File: src/rtl/esm_pkg.sv
// rtl/esm_pkg.sv - slot states, instruction field positions and x0 constant for the ESM dependency tracker
package esm_pkg;

    typedef enum logic [1:0] {
        SLOT_FREE   = 2'd0,
        SLOT_WAIT   = 2'd1,
        SLOT_ISSUED = 2'd2
    } slot_state_e;

    localparam int RD_LSB  = 7;
    localparam int RS1_LSB = 15;
    localparam int RS2_LSB = 20;
    localparam int REG_X0  = 0;

endpackage

File: src/rtl/esm_age_select.sv
// rtl/esm_age_select.sv - age matrix and oldest-ready selector for the ESM dependency tracker
module esm_age_select #(
    parameter  int BS  = 16,
    localparam int BSB = $clog2(BS)
) (
    input  logic            clk,
    input  logic            rst,
    input  logic            ins_valid_i,
    input  logic [BSB-1:0]  ins_index_i,
    input  logic [0:BS-1]   occ_i,
    input  logic            clr_valid_i,
    input  logic [BSB-1:0]  clr_index_i,
    input  logic [0:BS-1]   ready_i,
    output logic            sel_valid_o,
    output logic [BSB-1:0]  sel_index_o
);

    // older_q[i][j] set means entry j was already live when entry i was inserted
    logic [0:BS-1] older_q [BS];
    logic [0:BS-1] older_d [BS];
    logic [0:BS-1] sel_onehot;

    // Next age matrix: a freed slot drops its row and column, a new entry records every live slot as older
    always_comb begin
        for (int i = 0; i < BS; i++) begin
            older_d[i] = older_q[i];
            if (clr_valid_i) begin
                older_d[i][clr_index_i] = 1'b0;
                if (clr_index_i == BSB'(i)) begin
                    older_d[i] = '0;
                end
            end
            if (ins_valid_i && ins_index_i == BSB'(i)) begin
                older_d[i] = occ_i;
            end
        end
    end

    // Age matrix register
    always_ff @(posedge clk or negedge rst) begin
        if (!rst) begin
            for (int i = 0; i < BS; i++) begin
                older_q[i] <= '0;
            end
        end else begin
            for (int i = 0; i < BS; i++) begin
                older_q[i] <= older_d[i];
            end
        end
    end

    // Oldest ready entry: ready with no older ready entry; live entries are totally ordered so this is one-hot
    always_comb begin
        sel_onehot  = '0;
        sel_index_o = '0;
        for (int i = 0; i < BS; i++) begin
            sel_onehot[i] = ready_i[i] && ((older_q[i] & ready_i) == '0);
            if (sel_onehot[i]) begin
                sel_index_o = BSB'(i);
            end
        end
        sel_valid_o = |ready_i;
    end

endmodule

File: src/rtl/esm_dep_tracker.sv
// rtl/esm_dep_tracker.sv - dependency-tracking issue buffer; define ESM_WAR_WAW_EN to also track WAR/WAW hazards
module esm_dep_tracker
    import esm_pkg::*;
#(
    parameter  int IW     = 32,
    parameter  int BS     = 16,
    parameter  int REGNUM = 32,
    localparam int BSB    = $clog2(BS),
    localparam int RB     = $clog2(REGNUM)
) (
    input  logic            clk,
    input  logic            rst,
    input  logic            in_valid,
    output logic            in_ready,
    input  logic [IW-1:0]   in_instr,
    input  logic            in_regwrite,
    input  logic            in_alusrc,
    output logic            issue_valid,
    input  logic            issue_ready,
    output logic [BSB-1:0]  issue_index,
    output logic [IW-1:0]   issue_instr,
    input  logic            cmp_valid,
    input  logic [BSB-1:0]  cmp_index,
    output logic [0:BS-1]   valid_vec,
    output logic [0:BS-1]   ready_vec,
    output logic [BSB:0]    count
);

    localparam logic [BSB:0]  CNT_FULL = (BSB+1)'(BS);
    localparam logic [RB-1:0] X0       = RB'(REG_X0);

    slot_state_e    state_q [BS];
    slot_state_e    state_d [BS];
    logic [0:BS-1]  dep_q   [BS];
    logic [0:BS-1]  dep_d   [BS];
    logic [RB-1:0]  rd_q    [BS];
    logic [RB-1:0]  rs1_q   [BS];
    logic [RB-1:0]  rs2_q   [BS];
    logic [IW-1:0]  instr_q [BS];
    logic [BSB:0]   count_q, count_d;

    logic [RB-1:0]  in_rd, in_rs1, in_rs2;
    logic [BSB-1:0] alloc_idx;
    logic [BSB-1:0] sel_idx;
    logic           sel_valid;
    logic           ins_fire, iss_fire, cmp_fire;
    logic [0:BS-1]  live_vec;
    logic [0:BS-1]  new_row;

    // Operand fields with non-writing rd and immediate rs2 folded onto x0
    assign in_rd  = in_regwrite ? in_instr[RD_LSB +: RB] : X0;
    assign in_rs1 = in_instr[RS1_LSB +: RB];
    assign in_rs2 = in_alusrc ? X0 : in_instr[RS2_LSB +: RB];

    assign in_ready = (count_q < CNT_FULL);
    assign count    = count_q;
    assign ins_fire = in_valid && in_ready;
    assign iss_fire = sel_valid && issue_ready;
    assign cmp_fire = cmp_valid && (state_q[cmp_index] == SLOT_ISSUED);

    // Lowest-index free slot, taken from registered state so a slot freed this cycle is not reused yet
    always_comb begin
        alloc_idx = '0;
        for (int i = BS - 1; i >= 0; i--) begin
            if (state_q[i] == SLOT_FREE) begin
                alloc_idx = BSB'(i);
            end
        end
    end

    // Occupancy, readiness and the set of entries a new insert must compare against
    always_comb begin
        for (int j = 0; j < BS; j++) begin
            valid_vec[j] = (state_q[j] != SLOT_FREE);
            ready_vec[j] = (state_q[j] == SLOT_WAIT) && (dep_q[j] == '0);
            live_vec[j]  = valid_vec[j] && !(cmp_fire && cmp_index == BSB'(j));
        end
    end

    // Dependency row of the incoming instruction against every live entry
    always_comb begin
        for (int j = 0; j < BS; j++) begin
            new_row[j] = live_vec[j] && (rd_q[j] != X0) &&
                         ((rd_q[j] == in_rs1) || (rd_q[j] == in_rs2));
`ifdef ESM_WAR_WAW_EN
            if (live_vec[j] && (in_rd != X0) &&
                ((in_rd == rd_q[j]) || (in_rd == rs1_q[j]) || (in_rd == rs2_q[j]))) begin
                new_row[j] = 1'b1;
            end
`endif
        end
    end

    // Slot state and dependency matrix next-state: completion, issue and insert touch disjoint slots
    always_comb begin
        for (int i = 0; i < BS; i++) begin
            state_d[i] = state_q[i];
            dep_d[i]   = dep_q[i];
            if (cmp_fire) begin
                dep_d[i][cmp_index] = 1'b0;
                if (cmp_index == BSB'(i)) begin
                    state_d[i] = SLOT_FREE;
                    dep_d[i]   = '0;
                end
            end
            if (iss_fire && sel_idx == BSB'(i)) begin
                state_d[i] = SLOT_ISSUED;
            end
            if (ins_fire && alloc_idx == BSB'(i)) begin
                state_d[i] = SLOT_WAIT;
                dep_d[i]   = new_row;
            end
        end
        count_d = count_q;
        if (ins_fire) count_d = count_d + (BSB+1)'(1);
        if (cmp_fire) count_d = count_d - (BSB+1)'(1);
    end

    // Slot state, dependency matrix and occupancy counter registers
    always_ff @(posedge clk or negedge rst) begin
        if (!rst) begin
            for (int i = 0; i < BS; i++) begin
                state_q[i] <= SLOT_FREE;
                dep_q[i]   <= '0;
            end
            count_q <= '0;
        end else begin
            for (int i = 0; i < BS; i++) begin
                state_q[i] <= state_d[i];
                dep_q[i]   <= dep_d[i];
            end
            count_q <= count_d;
        end
    end

    // Payload capture into the allocated slot
    always_ff @(posedge clk or negedge rst) begin
        if (!rst) begin
            for (int i = 0; i < BS; i++) begin
                rd_q[i]    <= '0;
                rs1_q[i]   <= '0;
                rs2_q[i]   <= '0;
                instr_q[i] <= '0;
            end
        end else if (ins_fire) begin
            rd_q[alloc_idx]    <= in_rd;
            rs1_q[alloc_idx]   <= in_rs1;
            rs2_q[alloc_idx]   <= in_rs2;
            instr_q[alloc_idx] <= in_instr;
        end
    end

    esm_age_select #(
        .BS (BS)
    ) u_age_select (
        .clk         (clk),
        .rst         (rst),
        .ins_valid_i (ins_fire),
        .ins_index_i (alloc_idx),
        .occ_i       (live_vec),
        .clr_valid_i (cmp_fire),
        .clr_index_i (cmp_index),
        .ready_i     (ready_vec),
        .sel_valid_o (sel_valid),
        .sel_index_o (sel_idx)
    );

    assign issue_valid = sel_valid;
    assign issue_index = sel_idx;
    assign issue_instr = sel_valid ? instr_q[sel_idx] : '0;

endmodule

File: config.mk
export PLATFORM = sky130hd
export DESIGN_NAME = esm_dep_tracker
export DESIGN_NICKNAME = d
export VERILOG_FILES = /design/src/rtl/esm_pkg.sv /design/src/rtl/esm_age_select.sv /design/src/rtl/esm_dep_tracker.sv
export SDC_FILE = /design/constraint.sdc
export NUM_CORES = 2
export LEC_CHECK = 0
export BUFFER_PORTS_ARGS = -buffer_cell sky130_fd_sc_hd__buf_2
export CAP_MARGIN = 20
export CORE_ASPECT_RATIO = 2
export CORE_MARGIN = 3
export CORE_UTILIZATION = 57
export CTS_CLUSTER_SIZE = 10
export DETAILED_ROUTE_END_ITERATION = 12
export PLACE_DENSITY = 0.76
export SLEW_MARGIN = 10
export SYNTH_ARGS = -nofsm -noshare
export SYNTH_HDL_FRONTEND = slang
export SYNTH_SLANG_ARGS = --single-unit
File: constraint.sdc
create_clock -name clk -period 3.38 [get_ports clk]
set_input_delay 0 -clock clk [delete_from_list [all_inputs] [get_ports clk]]
set_output_delay 0 -clock clk [all_outputs]
set_load 0.005 [all_outputs]
==> summary.md, run 1 <==
| Metric | Value |
|---|---|
| Outcome | `did not finish` |
| Failing step | `global routing` |
| Error | `[ERROR GRT-0116] Global routing finished with congestion. Check the congestion regions in the DRC Viewer.` |
| Number of port buffers | `around 120` |
| Initial Util | `between 50 and 60%` |
| Vias in the first global route | `79,300` |
| Avg Cell Area, Syn | `roughly 9.4 um2` |
| Async SR Flop Fraction | `100%` |
| Netlist cell types | `between 90 and 100` |
| Num CTS Buffers | `around 130` |
| Largest net degree at the start of global routing | `approximately 120` |
| Post-synthesis instance area | `approximately 55,000 um2` |
| DP HPWL | `roughly 220,000 um` |
| Number of synthesized flops with an enable pin | `0` |
| Die W | `226 um` |
| GRT overflow | `3,314` |
| First-pass GRT wire length | `approximately 660,000 um` |
| Routability Congestion | `~1.2` |
| Synth warnings | `0` |
| Seq/Total Area, Yosys | `between 50 and 60%` |
| Synth top area share | `51.3%` |
| Clk sinks | `~1,100` |
| # rows | `between 150 and 200` |
| Mapped Cells | `approximately 5,800` |
| Syn_nets | `roughly 6,000` |
| Boundary Pins | `about 120` |
| Post-synth top flop | `dfrtp_1` |
| Maximum level of the CTS H-tree | `4` |
| Most common cell in the netlist | `dfrtp_1` |
| Synth top cells by count | `dfrtp_1 (1,125), nand2_1 (1,075), nand3_1 (815)` |
| Top cells by area, synth | `dfrtp_1 (51%), nand3_1 (7.4%), nand2_1 (7.3%)` |
| #FFs+latches synth | `1,125` |
| Synth area leader | `dfrtp_1` |
| Clock Tree Root | `clkbuf_16` |
| Total GRT Usage | `just under 90%` |
| Die Span Y | `445 um` |
| Clock buffer depth | `3` |
==> cells by family after synthesis <==
logic type | count (synthesis) | share of synthesized area, %
simple gates | 2564 | 22.1
flops | 1125 | 51.3
compound gates | 997 | 11.2
buf+inv | 531 | 4.03
mux | 445 | 8.79
xor+xnor | 167 | 2.66
fa+ha+maj | 2 | 0.0455
==> metrics by stage <==
stage	instance area (um2)	instances	utilization, %	setup WS, ps	hold WS, ps
CTS	74700	8193	78.4	-1870	6.21
detailed placement	66500	7885	69.7	-1790	99.1
global placement	66400	7884	69.7	-1710	92.7
floorplan	55200	5831	-	-158	-296
==> routing by layer <==
| layer | GRT usage [%] | GRT overflow |
|---|---|---|
| met1 | 84.0 | 37 |
| met2 | 105 | 2205 |
| met3 | 71.5 | 67 |
| met4 | 94.5 | 998 |
| met5 | 31.7 | 7 |
==> what timing repair did <==
action | CTS
pin swaps | 137
gates resized for setup | 571
endpoints found under the hold margin | 1136
endpoints found under the setup margin | 1157
hold buffers | 40
buffers inserted | 95
gates cloned | 37
==> run 2: changes to the inputs <==
Settings changed: CORE_ASPECT_RATIO 2 to default, CORE_UTILIZATION 57 to 40, CTS_CLUSTER_SIZE 10 to default, PLACE_DENSITY 0.76 to default, PLACE_DENSITY_LB_ADDON from default to 0.15.
Clock period 3.38 ns to 4.39 ns, I/O delays scaled along.
==> summary.md, run 2 <==
| Metric | Value |
|---|---|
| Outcome | `finished, violations left` |
| Failing checks | `setup timing` |
| Hold WC Path Type | `in2async` |
| Most common cell in the netlist | `dfrtp_1` |
| Number of port buffers | `117 (unchanged)` |
| Avg Vias per Cell | `6.18` |
| R2r setup slk | `-60 ps` |
| Syn_nets | `5,876 (unchanged)` |
| # rows | `135 (-16%)` |
| Largest net degree at the start of global routing | `about 110` |
| Boundary Pins | `118 (unchanged)` |
| Total GRT Usage | `39.9%` |
| Total Wirelength | `between 200,000 and 300,000 um` |
| Clock Tree Root | `clkbuf_16` |
| Worst Tran Pin Value | `approximately 1200 ps` |
| Avg WL per Cell | `around 34 um` |
| Non-filler instance count after layout | `8,492` |
| First-pass GRT wire length | `between 300,000 and 400,000 um` |
| Die Span Y | `377 um (-15%)` |
| CTS tree | `done` |
| GRT overflow | `0` |
| Req. time, crit path | `roughly 4400 ps` |
| Core area | `136,000 um2` |
| Setup violators final | `34` |
| Vias in the first global route | `roughly 51,000` |
| #FFs+latches synth | `1,125 (unchanged)` |
| Power per cell area | `946 nW/um2` |
| Initial DRC Count | `6,309` |
| Avg Cell Area, Syn | `9.42 um2 (unchanged)` |
| Maximum level of the CTS H-tree | `4 (unchanged)` |
| Synth top cells by count | `dfrtp_1 (1,125), nand2_1 (1,075), nand3_1 (815)` |
| CP arrival | `5390 ps` |
| Max-slew headroom | `between 10% and 20%` |
| DP HPWL | `202,000 um (-9.2%)` |
| Max layer used | `met5` |
| Initial antenna violation count | `19` |
| Synth top area share | `51.3% (unchanged)` |
| Count of pins over their slew limit | `0` |
| Filler Cell Count | `12,400` |
| Post-synthesis instance area | `54,900 um2 (unchanged)` |
| Synth warnings | `0 (unchanged)` |
| Later-pin clock latency in the skew report | `roughly 800 ps` |
| ANT nets after route | `0` |
| Clock buffer depth | `3 (unchanged)` |
| Initial Util | `40.4% (-17 points)` |
| DRT Pass-1 Iters | `7` |
| Mapped Cells | `5,831 (unchanged)` |
| Final WS setup | `-1000 ps` |
| Top cells by area, synth | `dfrtp_1 (51%), nand3_1 (7.4%), nand2_1 (7.3%)` |
| Maximum vdd drop | `0.00105 V` |
| Routability Congestion | `1.09 (-7.7%)` |
| Largest regs | `instr_q x512, dep_q x256, u_age_select.older_q x240` |
| Hold Vio Cnt, Final | `0` |
| FMAX | `0.185 GHz` |
| Register area | `approximately 28,000 um2` |
| Number of synthesized flops with an enable pin | `0 (unchanged)` |
| Clk sinks | `1,125 (unchanged)` |
| Post-synth top flop | `dfrtp_1` |
| Die W | `377 um (+67%)` |
| Largest register FFs | `512` |
| Netlist cell types | `92 (unchanged)` |
| DRC | `0` |
| # nets final | `between 6,000 and 7,000` |
| Via Count | `roughly 53,000` |
| Num CTS Buffers | `131 (unchanged)` |
| Multi-input gate area | `26,300 um2` |
| Leakage | `33.7 nW` |
| Wire length on met2 | `126,000 um` |
| Max_cap viols | `0` |
| RSZ-0062 raised after global routing | `yes` |
| Clk slew on worst S/H paths | `60 ps` |
| Async SR Flop Fraction | `100% (unchanged)` |
| Seq/Total Area, Yosys | `51.3% (unchanged)` |
| Crit path time final | `between 5000 and 6000 ps` |
| Core Util, Final | `between 50% and 60%` |
| Layout area overhead | `30.6%` |
| Clock Skew | `around 29 ps` |
| Critical path class | `reg2out` |
| Crit end category | `primary output` |
| Die area | `142,000 um2` |
| Met3 routed WL | `around 25,000 um` |
| Period utilization | `123%` |
| Commonest cells after routing, fill and taps aside | `dfrtp_1 (1,120), nand2_1 (1,065), nand3_1 (802)` |
| Synth area leader | `dfrtp_1` |
| Crit path launch type | `flop` |
| Most flop-heavy register | `instr_q` |
| Crit path max fanout | `10` |
| Placed Cells incl. Taps | `8,136 (+3.2%)` |
| Wl on met1 | `~110,000 um` |
| Fraction of layout cells with a size suffix above 1 | `28.1%` |
| Commonest non-fill, non-tap cell in the layout | `dfrtp_1` |
-- run 2: layout make-up --
type	count	share of cell area, %
clock buffers	171	4.99
diodes	14	0.0489
multi-input cells	4175	36.6
inverters	42	0.255
well taps	1781	3.11
clock inverters	61	1.02
flip-flops and latches	1125	39.3
repair buffers	1123	14.7
-- run 2: through the flow --
step	area, um2	setup WS, ps	hold slack (ps)	total power [W]	setup TNS (ps)
after floorplan	54900	783	-296	0.0298	0
after global placement	64200	-1420	111	0.0478	-47010
after detailed placement	64200	-1120	106	0.0479	-26590
after CTS	70900	-840	39.3	0.0653	-23690
after global routing	71700	-971	74.7	0.0697	-27060
final	71700	-1000	99.9	0.0678	-27270
-- run 2: kinds of logic (layout without fill, tap and decap cells) --
family / count (synthesis) / in the layout / share of synthesized area (%)
and+or+nand+nor: 2564 / 2564 / 22.1
adders and majority gates: 2 / 2 / 0.0455
muxes: 445 / 445 / 8.79
xor gates and xnor gates: 167 / 167 / 2.66
other: 0 / 14 / 0
buffers and inverters: 531 / 1397 / 4.03
AOI/OAI and AO/OA: 997 / 997 / 11.2
DFF: 1125 / 1125 / 51.3
-- run 2: worst paths after layout --
check / startpoint / to / cells past startpoint
min in group clk: cmp_index[2] / u_age_select.older_q[1]$_DFFE_PN0P_ / 4
max: state_q[3]$_DFFE_PN0P_ / issue_instr[17] / 16
max in group asynchronous: rst / instr_q[184]$_DFFE_PN0P_ / 4
min: rst / dep_q[180]$_DFFE_PN0P_ / 3
min reg2reg: instr_q[89]$_DFFE_PN0P_ / instr_q[89]$_DFFE_PN0P_ / 2
max reg2reg: state_q[3]$_DFFE_PN0P_ / state_q[9]$_DFFE_PN0P_ / 17
-- run 2: timing repair --
action,in CTS,in global routing
hold buffers,40,0
setup endpoints to repair,72,86
hold endpoints to repair,1361,0
pin swaps,95,68
gates resized for setup,292,127
gates cloned,6,3
buffers inserted,50,21
-- run 2: where the power goes --
part           switching, W  internal (W)  leakage (nW)
combinational        0.0228        0.0196          16.4
clock               0.00480       0.00636          2.12
sequential          0.00170        0.0125          15.2
-- run 2: worst max-delay path: stages, from the launching register on --
cell and delay (ps):
dfrtp_1 370, nor4b_1 450, and3_2 410, buf_4 280
a32oi_1 120, and4_4 240, and2_4 160, o211ai_1 570
a311o_1 360, and2_4 230, clkinv_8 110, nand3_2 220
buf_6 220, o32ai_2 120, a2111oi_4 450, buf_4 200
buf_6 90
-- run 2: layer usage --
metal / global-route usage (%) / vias to the layer above
met4: 29.7 / 2
li1: - / 22200
met5: 0 / -
met3: 8.21 / 891
met1: 49.9 / 26400
met2: 61.1 / 3042
(Power assumes the default switching activity.)
